## src/rtl/wb_commit_pkg.sv

```systemverilog
// Shared constants for the writeback commit buffer and the ID-stage stall logic
// that must agree with it on register address width and buffer depth.
package wb_commit_pkg;

    localparam int WB_REG_ADDR_WIDTH = 5;
    localparam int WB_DATA_WIDTH     = 64;
    localparam int WB_PC_WIDTH       = 64;
    localparam int WB_DEPTH          = 4;

    // Count width used by every block that observes buffer occupancy
    function automatic int wb_count_width(input int depth);
        return $clog2(depth) + 1;
    endfunction

endpackage

```

## src/rtl/wb_fifo.sv

```systemverilog
// In-order synchronous FIFO of pending register writes, exposing the head entry
// and a per-slot {valid, waddr} view for pending-write comparisons.
module wb_fifo #(
    parameter int AW    = 5,
    parameter int DW    = 64,
    parameter int PW    = 64,
    parameter int DEPTH = 4
) (
    input  logic                    clk_i,
    input  logic                    rst_i,
    input  logic                    push_i,
    input  logic                    pop_i,
    input  logic                    flush_i,
    input  logic [AW-1:0]           waddr_i,
    input  logic [DW-1:0]           wdata_i,
    input  logic [PW-1:0]           pc_i,
    output logic [AW-1:0]           head_waddr_o,
    output logic [DW-1:0]           head_wdata_o,
    output logic [PW-1:0]           head_pc_o,
    output logic [$clog2(DEPTH):0]  count_o,
    output logic [DEPTH-1:0]        ent_valid_o,
    output logic [DEPTH*AW-1:0]     ent_waddr_o
);

    localparam int PTRW = $clog2(DEPTH);
    localparam int CW   = PTRW + 1;

    logic [AW-1:0]   waddr_q [DEPTH];
    logic [DW-1:0]   wdata_q [DEPTH];
    logic [PW-1:0]   pc_q    [DEPTH];
    logic [PTRW-1:0] wr_ptr_q, wr_ptr_d;
    logic [PTRW-1:0] rd_ptr_q, rd_ptr_d;
    logic [CW-1:0]   count_q,  count_d;

    // Pointer and occupancy next-state; pointers wrap naturally since DEPTH is a power of two
    always_comb begin
        wr_ptr_d = wr_ptr_q;
        rd_ptr_d = rd_ptr_q;
        count_d  = count_q;
        if (flush_i) begin
            wr_ptr_d = {PTRW{1'b0}};
            rd_ptr_d = {PTRW{1'b0}};
            count_d  = {CW{1'b0}};
        end else begin
            if (push_i) begin
                wr_ptr_d = wr_ptr_q + PTRW'(1);
            end else begin
                wr_ptr_d = wr_ptr_q;
            end
            if (pop_i) begin
                rd_ptr_d = rd_ptr_q + PTRW'(1);
            end else begin
                rd_ptr_d = rd_ptr_q;
            end
            case ({push_i, pop_i})
                2'b10:   count_d = count_q + CW'(1);
                2'b01:   count_d = count_q - CW'(1);
                default: count_d = count_q;
            endcase
        end
    end

    // Pointer, count and entry storage registers
    always_ff @(posedge clk_i) begin
        if (rst_i) begin
            wr_ptr_q <= {PTRW{1'b0}};
            rd_ptr_q <= {PTRW{1'b0}};
            count_q  <= {CW{1'b0}};
            for (int i = 0; i < DEPTH; i++) begin
                waddr_q[i] <= {AW{1'b0}};
                wdata_q[i] <= {DW{1'b0}};
                pc_q[i]    <= {PW{1'b0}};
            end
        end else begin
            wr_ptr_q <= wr_ptr_d;
            rd_ptr_q <= rd_ptr_d;
            count_q  <= count_d;
            if (push_i && !flush_i) begin
                waddr_q[wr_ptr_q] <= waddr_i;
                wdata_q[wr_ptr_q] <= wdata_i;
                pc_q[wr_ptr_q]    <= pc_i;
            end
        end
    end

    // Slot i is live when its distance from the head is below the occupancy
    always_comb begin
        logic [PTRW-1:0] offset;
        offset      = {PTRW{1'b0}};
        ent_valid_o = {DEPTH{1'b0}};
        ent_waddr_o = {(DEPTH*AW){1'b0}};
        for (int i = 0; i < DEPTH; i++) begin
            offset               = PTRW'(i) - rd_ptr_q;
            ent_valid_o[i]       = ({1'b0, offset} < count_q);
            ent_waddr_o[i*AW +: AW] = waddr_q[i];
        end
    end

    assign head_waddr_o = waddr_q[rd_ptr_q];
    assign head_wdata_o = wdata_q[rd_ptr_q];
    assign head_pc_o    = pc_q[rd_ptr_q];
    assign count_o      = count_q;

endmodule

```

## src/rtl/wb_commit.sv

```systemverilog
// Writeback commit buffer: queues EX/MEM results, drains one per cycle into the
// register file through a registered commit stage, and flags pending writes to ID.
module wb_commit
    import wb_commit_pkg::*;
#(
    parameter int REG_ADDR_WIDTH = WB_REG_ADDR_WIDTH,
    parameter int DATA_WIDTH     = WB_DATA_WIDTH,
    parameter int DEPTH          = WB_DEPTH
) (
    input  logic                        clk,
    input  logic                        rst,
    input  logic                        in_valid,
    output logic                        in_ready,
    input  logic [REG_ADDR_WIDTH-1:0]   in_waddr,
    input  logic [DATA_WIDTH-1:0]       in_wdata,
    input  logic [63:0]                 in_pc,
    input  logic                        flush,
    input  logic                        rf_busy,
    output logic                        reg_wen,
    output logic [REG_ADDR_WIDTH-1:0]   reg_waddr,
    output logic [DATA_WIDTH-1:0]       reg_wdata,
    output logic [63:0]                 commit_pc,
    output logic                        write_ready,
    input  logic [REG_ADDR_WIDTH-1:0]   reg1_raddr,
    input  logic [REG_ADDR_WIDTH-1:0]   reg2_raddr,
    output logic                        pend1,
    output logic                        pend2,
    output logic [$clog2(DEPTH):0]      count
);

    localparam int AW = REG_ADDR_WIDTH;
    localparam int CW = wb_count_width(DEPTH);

    logic [CW-1:0]         count_s;
    logic                  push_s;
    logic                  pop_s;
    logic [AW-1:0]         head_waddr_s;
    logic [DATA_WIDTH-1:0] head_wdata_s;
    logic [63:0]           head_pc_s;
    logic [DEPTH-1:0]      ent_valid_s;
    logic [DEPTH*AW-1:0]   ent_waddr_s;
    logic                  hit1_s;
    logic                  hit2_s;

    logic                  write_ready_q, write_ready_d;
    logic                  reg_wen_q,     reg_wen_d;
    logic [AW-1:0]         reg_waddr_q,   reg_waddr_d;
    logic [DATA_WIDTH-1:0] reg_wdata_q,   reg_wdata_d;
    logic [63:0]           commit_pc_q,   commit_pc_d;

    // No bypass: readiness looks only at registered occupancy, never at this cycle's pop
    assign in_ready = !rst && !flush && (count_s < CW'(DEPTH));
    assign push_s   = in_valid && in_ready;
    assign pop_s    = (count_s != {CW{1'b0}}) && !rf_busy && !flush;

    wb_fifo #(
        .AW    (AW),
        .DW    (DATA_WIDTH),
        .PW    (64),
        .DEPTH (DEPTH)
    ) u_fifo (
        .clk_i        (clk),
        .rst_i        (rst),
        .push_i       (push_s),
        .pop_i        (pop_s),
        .flush_i      (flush),
        .waddr_i      (in_waddr),
        .wdata_i      (in_wdata),
        .pc_i         (in_pc),
        .head_waddr_o (head_waddr_s),
        .head_wdata_o (head_wdata_s),
        .head_pc_o    (head_pc_s),
        .count_o      (count_s),
        .ent_valid_o  (ent_valid_s),
        .ent_waddr_o  (ent_waddr_s)
    );

    // Commit stage next-state; x0 entries still pulse write_ready but never enable the write
    always_comb begin
        write_ready_d = pop_s;
        reg_wen_d     = pop_s && (head_waddr_s != {AW{1'b0}});
        reg_waddr_d   = reg_waddr_q;
        reg_wdata_d   = reg_wdata_q;
        commit_pc_d   = commit_pc_q;
        if (pop_s) begin
            reg_waddr_d = head_waddr_s;
            reg_wdata_d = head_wdata_s;
            commit_pc_d = head_pc_s;
        end else begin
            reg_waddr_d = reg_waddr_q;
            reg_wdata_d = reg_wdata_q;
            commit_pc_d = commit_pc_q;
        end
    end

    // Commit stage registers
    always_ff @(posedge clk) begin
        if (rst) begin
            write_ready_q <= 1'b0;
            reg_wen_q     <= 1'b0;
            reg_waddr_q   <= {AW{1'b0}};
            reg_wdata_q   <= {DATA_WIDTH{1'b0}};
            commit_pc_q   <= 64'h0;
        end else begin
            write_ready_q <= write_ready_d;
            reg_wen_q     <= reg_wen_d;
            reg_waddr_q   <= reg_waddr_d;
            reg_wdata_q   <= reg_wdata_d;
            commit_pc_q   <= commit_pc_d;
        end
    end

    // Pending compare across live FIFO slots plus the commit stage while it is writing
    always_comb begin
        hit1_s = write_ready_q && (reg_waddr_q == reg1_raddr);
        hit2_s = write_ready_q && (reg_waddr_q == reg2_raddr);
        for (int i = 0; i < DEPTH; i++) begin
            hit1_s = hit1_s | (ent_valid_s[i] && (ent_waddr_s[i*AW +: AW] == reg1_raddr));
            hit2_s = hit2_s | (ent_valid_s[i] && (ent_waddr_s[i*AW +: AW] == reg2_raddr));
        end
    end

    assign pend1       = hit1_s && (reg1_raddr != {AW{1'b0}});
    assign pend2       = hit2_s && (reg2_raddr != {AW{1'b0}});
    assign write_ready = write_ready_q;
    assign reg_wen     = reg_wen_q;
    assign reg_waddr   = reg_waddr_q;
    assign reg_wdata   = reg_wdata_q;
    assign commit_pc   = commit_pc_q;
    assign count       = count_s;

endmodule

```

## config.mk

```make
export PLATFORM = sky130hd
export DESIGN_NAME = wb_commit
export DESIGN_NICKNAME = d
export VERILOG_FILES = /design/src/rtl/wb_commit_pkg.sv /design/src/rtl/wb_fifo.sv /design/src/rtl/wb_commit.sv
export SDC_FILE = /design/constraint.sdc
export NUM_CORES = 1
export LEC_CHECK = 0
export ABC_AREA = 1
export BUFFER_PORTS_ARGS = -buffer_cell sky130_fd_sc_hd__buf_4
export CORE_ASPECT_RATIO = 0.75
export CORE_MARGIN = 5
export CORE_UTILIZATION = 60
export CTS_BUF_LIST = sky130_fd_sc_hd__clkbuf_8
export CTS_CLUSTER_SIZE = 20
export DETAILED_ROUTE_END_ITERATION = 8
export PLACE_DENSITY = 0.8
export SLEW_MARGIN = 10
export SYNTH_ARGS = -nofsm -noshare
export SYNTH_HDL_FRONTEND = slang
export SYNTH_SLANG_ARGS = --single-unit
export TNS_END_PERCENT = 5
```

## constraint.sdc

```tcl
create_clock -name clk -period 10.3 [get_ports clk]
set_clock_uncertainty 0.1 [all_clocks]
set_input_delay 0 -clock clk [delete_from_list [all_inputs] [get_ports clk]]
set_output_delay 0 -clock clk [all_outputs]
set_load 0.05 [all_outputs]
```

==> results of run 1 <==
[worst reg2reg max path, delay by kind of cell (launching register included)]
family	cells	cell delay, ns
buffers and inverters	2	1.45
AND/OR/NAND/NOR	4	2.69
flip-flops	1	0.40
[sequential cells by signal, indices dropped and copies added, names as in the netlist, named ones only]
register	cells
u_fifo.pc_q	256
u_fifo.wdata_q	256
commit_pc	64
reg_wdata	64
u_fifo.waddr_q	20
reg_waddr	5
u_fifo.count_o	3
u_fifo.rd_ptr_q	2
u_fifo.wr_ptr_q	2
reg_wen	1
write_ready	1
[synthesized netlist by cell type]
master / n / share of area
sky130_fd_sc_hd__nor2_1: 633 / 0.085
sky130_fd_sc_hd__edfxtp_1: 532 / 0.57
sky130_fd_sc_hd__inv_1: 295 / 0.040
sky130_fd_sc_hd__a31oi_1: 256 / 0.058
sky130_fd_sc_hd__o21ai_0: 148 / 0.027
sky130_fd_sc_hd__dfxtp_1: 144 / 0.10
sky130_fd_sc_hd__a22oi_1: 130 / 0.035
sky130_fd_sc_hd__clkbuf_1: 110 / 0.015
sky130_fd_sc_hd__nand2_1: 79 / 0.011
sky130_fd_sc_hd__nor2_2: 63 / 0.014
sky130_fd_sc_hd__buf_2: 51 / 0.0092
sky130_fd_sc_hd__a21oi_1: 21 / 0.0038
sky130_fd_sc_hd__xor2_1: 17 / 0.0053
sky130_fd_sc_hd__xnor2_1: 14 / 0.0044
sky130_fd_sc_hd__buf_1: 13 / 0.0018
sky130_fd_sc_hd__nand3_1: 13 / 0.0023
sky130_fd_sc_hd__buf_6: 8 / 0.0032
sky130_fd_sc_hd__ha_1: 5 / 0.0022
sky130_fd_sc_hd__nor2_4: 3 / 0.0012
sky130_fd_sc_hd__nor3_1: 3 / 0.00054
sky130_fd_sc_hd__o22ai_1: 3 / 0.00067
sky130_fd_sc_hd__inv_2: 2 / 0.00027
sky130_fd_sc_hd__nand2_2: 2 / 0.00045
sky130_fd_sc_hd__nand4_1: 2 / 0.00045
sky130_fd_sc_hd__a21o_1: 1 / 0.00027
sky130_fd_sc_hd__and3_1: 1 / 0.00022
sky130_fd_sc_hd__buf_4: 1 / 0.00027
sky130_fd_sc_hd__clkinv_1: 1 / 0.00013
sky130_fd_sc_hd__fa_1: 1 / 0.00072
sky130_fd_sc_hd__nand3_4: 1 / 0.00063
sky130_fd_sc_hd__nor3_2: 1 / 0.00036
sky130_fd_sc_hd__o211ai_1: 1 / 0.00027
sky130_fd_sc_hd__o21a_1: 1 / 0.00027
[metrics by stage]
step / cells / hold slack [ns] / power [W] / util
5_1_grt: 3602 / 0.0429 / 0.00574 / 0.731
3_5_place_dp: 3274 / 0.206 / 0.00346 / 0.657
3_3_place_gp: 3274 / 0.203 / 0.00345 / 0.657
6_report: 3602 / 0.0525 / 0.00556 / 0.731
4_1_cts: 3601 / 0.0211 / 0.00557 / 0.730
2_1_floorplan: 2556 / -0.0170 / 0.00333 / -
[routing by layer]
layer  up-vias  global-route usage
li1       9546                   -
met1     10014               0.393
met2      1148               0.449
met3       148              0.0671
met4         0               0.103
met5         -                   0
[power breakdown]
| part | internal (W) | leakage (nW) | total, W | switching, W |
|---|---|---|---|---|
| sequential | 0.00305 | 6.65 | 0.00309 | 0.0000385 |
| combinational | 0.000132 | 6.08 | 0.000362 | 0.000230 |
| clock | 0.00109 | 1.17 | 0.00211 | 0.00102 |
| total | 0.00427 | 13.9 | 0.00556 | 0.00129 |
[cell type report]
class / count / area, sq um / area share
sequential: 676 / 18900 / 0.562
tap: 595 / 744 / 0.0222
timing repair buffer: 445 / 3720 / 0.111
clock buffer: 121 / 1670 / 0.0496
inverter: 298 / 1120 / 0.0335
clock inverter: 68 / 305 / 0.00909
multi-input combinational: 1399 / 7160 / 0.213
[logic make-up after synthesis]
kind of cell / share of synthesized area
compound gates: 0.124
xor+xnor: 0.00975
fa+ha+maj: 0.00297
buf+inv: 0.0694
flops: 0.677
simple gates: 0.116
[what timing repair did]
item | in CTS | in global routing
hold endpoints to repair | 611 | 0
hold buffers | 138 | 0
setup buffers | 0 | 0
gates resized for setup | 0 | 0
[worst max-delay path by stage]
stage	slack [ns]	startpoint	end	depth (start not counted)
finish	5.24	u_fifo.count_o[2]	u_fifo.wdata_q[2][37]	6
global route	4.97	u_fifo.count_o[2]	u_fifo.pc_q[2][13]	6
CTS	5.23	u_fifo.count_o[2]	u_fifo.pc_q[2][44]	6
detailed placement	5.25	u_fifo.count_o[2]	u_fifo.pc_q[2][44]	6
global placement	5.43	u_fifo.count_o[2]	u_fifo.wdata_q[2][11]	6
floorplan	1.73	u_fifo.count_o[2]	u_fifo.pc_q[3][0]	6
==> flow_summary.toml, run 1 <==
[worst_setup_path]
critPathTopFamily = "simple AND/OR/NAND/NOR gates"
timing.critical_path.required_ns = 10.48
setup.worst_path.end_class = "flop"
crit_path_max_incr_delay_ns = 1.12
start_to_end_type_of_the_worst_setup_path = "reg -> reg"
worst-path-max-fanout = 137
critical_path.cell_chain = "nor2_4, nand2_8, inv_2, nand3_4, nand2_4, buf_4"
timing.critical_path.slowest_stage_cell = "sky130_fd_sc_hd__nand2_4"
worstReg2RegStart = "u_fifo.count_o[2]"
worstPathBufferInverterCount = 2
timing.reg2reg.worst_path_depth = 6
arrival_ns = 5.24
ff2ff_setup_slack_ns = 5.24
worstReg2RegEnd = "u_fifo.wdata_q[2][37]"
worstSetupStartpointType = "flop"

[route]
drt-vias-per-instance = 5.79
remaining_number_of_nets_flagged_by_the_antenna_check_after_routing = 0
dr_top_layer = "met4"
first_iter_violations = 2405
via_count = 20856
wl_met1_mm = 29.3
wl_met3_mm = 7.45
finalWirelength_mm = 73.8
drt_pre_antenna_iters = 6
routed_wire_length_per_instance_microns = 20.5
drc_violation_count_after_routing = 0
routed-wl-met2_mm = 34.7

[clock_tree]
worst_setup_hold_path_clk_slew_ns = 0.07
numClockSinks = 676
cts_inserted_buffers = 100
clock_insertion_delay_at_the_later_pin_of_the_skew_report_ns = 0.68
clock_tree_from_tritoncts = "done"
clock_tree.buffer_depth = 3
ctsRootBufferMaster = "sky130_fd_sc_hd__clkbuf_8"
clock_tree.htree_level_count = 3

[synthesis]
synth-seq-cells = 676
synth.yosys.seq_area_share = 0.677
synthDistinctLibCells = 33
syn_avg_cell_area_sq_um = 10.9
mapped_cells = 2556
yosys_warnings = 0
synthesis.nets = 2710
netlist_area_sq_um = 27800

[place]
gp_congestion = 0.869
post_dp_cell_area_sq_um = 30200
hpwl_mm = 41.0
pre_cts_ws_ns = 5.25
io_buffer_count = 288

[sta]
grt_setup_unrepaired = "false"
setup_violations = 0
slew_headroom = -0.0661
finalHoldViolations = 0
period_needed_ns = 5.06
worstMarginPinSlew_ns = 1.60
slew_violations = 91
setup_total_negative_slack_ns = 0
setup_slack_ns = 5.24
fin_crit_sh = 0.491
max_freq_ghz = 0.198

[global_routing]
grt_max_degree = 273
grt_pass1_wl_mm = 115
via_count_of_the_first_global_routing_pass = 20804
grt.overflow.total = 0
globalRouteTotalUtil = 0.284
antenna_violations_before_repair = 0

[min_path]
worst_hold_path.endpoint = "write_ready"
hold_start = "rst"
kind_of_path_behind_the_tightest_hold_check = "in -> reg"
holdPathStages = 3

[floorplan]
core_sq_um = 45900
floorplan.rows = 68
chipHeight_microns = 197
start_util = 0.606
die_width_microns = 259
io_pins = 289
design.die.area_sq_um = 50900

[layout]
post_route_design_area_sq_um = 33600
flow.area_growth_from_synthesis_pct = 20.6
final_common_cell = "sky130_fd_sc_hd__nor2_1"
final_cell_mix = "sky130_fd_sc_hd__nor2_1 (631), sky130_fd_sc_hd__edfxtp_1 (532), sky130_fd_sc_hd__inv_1 (338), sky130_fd_sc_hd__buf_4 (305), sky130_fd_sc_hd__a31oi_1 (256)"
diodes = 0
filler_cells = 3059
net_count_of_the_finished_layout = 3074
post_route_cells_drive_above_1_share = 0.173

[power_and_ir_drop]
leakagePower_nw = 13.9
worst_ir_drop_on_vdd_v = 0.0000902
powerDensity_nw_per_um2 = 166

[run_status]
outcome = "finished with violations"
failed_checks = "max-slew violations"

[job]
max_cap_violations = 0
(Power assumes the default switching activity.)
==> inputs of run 2 (changes only) <==
- ABC_AREA: 1 -> 0
- clock period: 10.3 -> 5.3 ns (I/O delays scaled with it)
==> run 2 against run 1 <==
The run now ends clean; critical path depth up 2; non-clock buffer count up 13; sequential cell count unchanged; count of clock-buffer cells in the layout grew 4; combinational power is 81% higher; synthesized cell count decreased by 20%; register-to-register slack got worse by 3.0 ns; largest cell class unchanged.
==> flow_summary.toml, run 2 <==
[place]
post_dp_cell_area_sq_um = 31100
gp_congestion = 0.865
hpwl_mm = 38.9
io_buffer_count = 288

[power_and_ir_drop]
power.internal_w = 0.00837
p_comb_frac = 0.060
design_power_total_w = 0.0108
powerDensity_nw_per_um2 = 313
p_clk_frac = 0.388
power.share.sequential = 0.552
worst_ir_drop_on_vdd_v = 0.000209
leakagePower_nw = 13.4
swShare = 0.228
switchingPower_w = 0.00248

[worst_setup_path]
crit_path_max_incr_delay_ns = 0.91
start_to_end_type_of_the_worst_setup_path = "reg -> out"
timing.critical_path.mode_cell = "sky130_fd_sc_hd__a21oi_1"
timing.critical_path.required_ns = 5.20
worstPathBufferInverterCount = 2
critical_path_depth = 8
setup.worst_path.end_class = "primary output"
timing.reg2reg.worst_path_depth = 7
worstSetupStartpointType = "flop"
critPathTopFamily = "flip-flops"
worstReg2RegStart = "u_fifo.count_o[2]"
worstReg2RegEnd = "u_fifo.rd_ptr_q[1]"
timing.critical_path.slowest_stage_cell = "sky130_fd_sc_hd__dfxtp_4"
worst-path-max-fanout = 51
ff2ff_setup_slack_ns = 2.19
critical_path.cell_chain = "inv_1, ha_1, a21oi_1, o21ba_2, nor4_1, nor3_1, a21oi_1, buf_4"
arrival_ns = 3.38

[sta]
setup_total_negative_slack_ns = 0
setup_violations = 0
finalHoldViolations = 0
worstMarginPinSlew_ns = 1.06
fin_crit_sh = 0.656
max_freq_ghz = 0.288
slew_violations = 0
grt_setup_unrepaired = "false"
period_needed_ns = 3.48
slew_headroom = 0.296

[synthesis]
yosys_warnings = 0
synth_largest_type_area_fraction = 0.559
netlist_area_sq_um = 28600
synthesis.nets = 2192
synth-seq-cells = 676
top_count_cell_post_synth = "sky130_fd_sc_hd__edfxtp_1"
synthDistinctLibCells = 39
mapped_cells = 2038
synth_area_leader_cell = "sky130_fd_sc_hd__edfxtp_1"
synth-main-ff-cell = "sky130_fd_sc_hd__edfxtp_1"
syn_avg_cell_area_sq_um = 14.0
synth_async_sr_flop_share = 0
synth_enable_flop_cells = 532
synth.yosys.seq_area_share = 0.660
synthTopCellsByArea = "sky130_fd_sc_hd__edfxtp_1 (56%), sky130_fd_sc_hd__mux4_2 (10%), sky130_fd_sc_hd__dfxtp_1 (10%)"
synth.top_cells.by_count = "sky130_fd_sc_hd__edfxtp_1 (532), sky130_fd_sc_hd__and2_1 (399), sky130_fd_sc_hd__nand2_1 (270), sky130_fd_sc_hd__dfxtp_1 (144), sky130_fd_sc_hd__a21oi_1 (140)"

[job]
max_cap_violations = 0

[route]
remaining_number_of_nets_flagged_by_the_antenna_check_after_routing = 0
finalWirelength_mm = 70.5
first_iter_violations = 1769
drt_pre_antenna_iters = 5
drc_violation_count_after_routing = 0
routed_wire_length_per_instance_microns = 22.2
drt-vias-per-instance = 5.77
via_count = 18302

[clock_tree]
post-cts-setup-buffer-count = 0
clock_insertion_delay_at_the_later_pin_of_the_skew_report_ns = 0.70
postCtsResizedCells = 0
clock_tree.buffer_depth = 3
worst_setup_hold_path_clk_slew_ns = 0.06
numClockSinks = 676
cts_inserted_buffers = 102
ctsRootBufferMaster = "sky130_fd_sc_hd__clkbuf_8"
hold_buffers = 147
clock_tree.htree_level_count = 3
clock_tree_from_tritoncts = "done"

[floorplan]
start_util = 0.605
core_sq_um = 47200
design.die.area_sq_um = 52100
io_pins = 289
die_width_microns = 262
chipHeight_microns = 199
floorplan.rows = 69

[global_routing]
via_count_of_the_first_global_routing_pass = 19026
antenna_violations_before_repair = 6
globalRouteTotalUtil = 0.269
grt_max_degree = 123
grt.overflow.total = 0
grt_pass1_wl_mm = 107

[layout]
final_cell_mix = "sky130_fd_sc_hd__edfxtp_1 (532), sky130_fd_sc_hd__and2_1 (399), sky130_fd_sc_hd__buf_4 (306), sky130_fd_sc_hd__nand2_1 (270), sky130_fd_sc_hd__dlygate4sd3_1 (147)"
layout.core_utilization = 0.733
net_count_of_the_finished_layout = 2596
flow.area_growth_from_synthesis_pct = 21.3
post_route_cells_drive_above_1_share = 0.239
final_common_cell = "sky130_fd_sc_hd__edfxtp_1"
post_route_design_area_sq_um = 34600
reg_top3 = "u_fifo.pc_q: 256 flops, u_fifo.wdata_q: 256 flops"

[min_path]
worst_hold_path.endpoint = "u_fifo.pc_q[3][58]"
holdPathStages = 3
kind_of_path_behind_the_tightest_hold_check = "in -> reg"
hold_start = "in_pc[58]"

[run_status]
outcome = "complete, no violations"
[run 2: cell count changes in the layout (fill, tap and decap cells not counted), sizes merged, moves of 132 or more]
cell   delta
a31oi   -254
nand2   +189
mux4    +133
and2    +399
nor2    -686
and3    +132
o21ai   -147
inv     -290
[run 2: per-layer routing]
| metal | routed length [microns] | GRT usage |
|---|---|---|
| met1 | 27100 | 0.363 |
| met2 | 34900 | 0.447 |
| met3 | 7100 | 0.0668 |
| met4 | 1270 | 0.0697 |
| met5 | 55 | 0 |
[run 2: power by group through the flow]
stage	sequential [W]	clock (W)	combinational, W
finish	0.00599	0.00421	0.000655
global route	0.00600	0.00450	0.000697
CTS	0.00598	0.00426	0.000653
detailed placement	0.00610	0	0.000558
global placement	0.00608	0	0.000549
floorplan	0.00610	0	0.000290
[run 2: worst max-delay path by stage]
stage,start,to,slack [ns]
finish,u_fifo.rd_ptr_q[1],pend2,1.82
floorplan,u_fifo.count_o[2],u_fifo.pc_q[3][0],0.09
CTS,u_fifo.rd_ptr_q[1],pend1,1.85
global route,u_fifo.rd_ptr_q[1],pend1,1.69
global placement,flush,u_fifo.wdata_q[3][13],2.10
detailed placement,flush,u_fifo.wdata_q[3][42],2.06
[run 2: area by class of cell]
type	count	area, sq um
well taps	639	800
fillers	2945	12600
flip-flops and latches	676	18900
clock buffers	125	1720
inverters	9	36.3
clock inverters	69	333
multi-input cells	1195	9010
repair buffers	458	3870
diodes	1	2.50
[run 2: metrics by stage]
stage                     hold slack (ns)  setup WS [ns]  std cells
after detailed placement            0.203           2.06       2830
after global routing               0.0150           1.69       3172
after floorplan                    0.0982         0.0874       2038
after global placement              0.197           2.10       2830
final                              0.0493           1.82       3172
after CTS                         0.00158           1.85       3171
[run 2: cell families (layout without fill, tap and decap cells)]
family | Yosys count | after routing | share of synthesized area
AOI/OAI and AO/OA | 149 | 149 | 0.0268
xor gates and xnor gates | 56 | 56 | 0.0172
adders and majority gates | 6 | 6 | 0.00289
buffers and inverters | 167 | 661 | 0.0255
DFF | 676 | 676 | 0.660
muxes | 133 | 133 | 0.105
other | 0 | 1 | 0
and+or+nand+nor | 851 | 851 | 0.163
[run 2: worst min-delay path: stages]
cell                            delay, ns
sky130_fd_sc_hd__dlygate4sd3_1       0.52
sky130_fd_sc_hd__buf_4               0.12
sky130_fd_sc_hd__and2_1              0.11
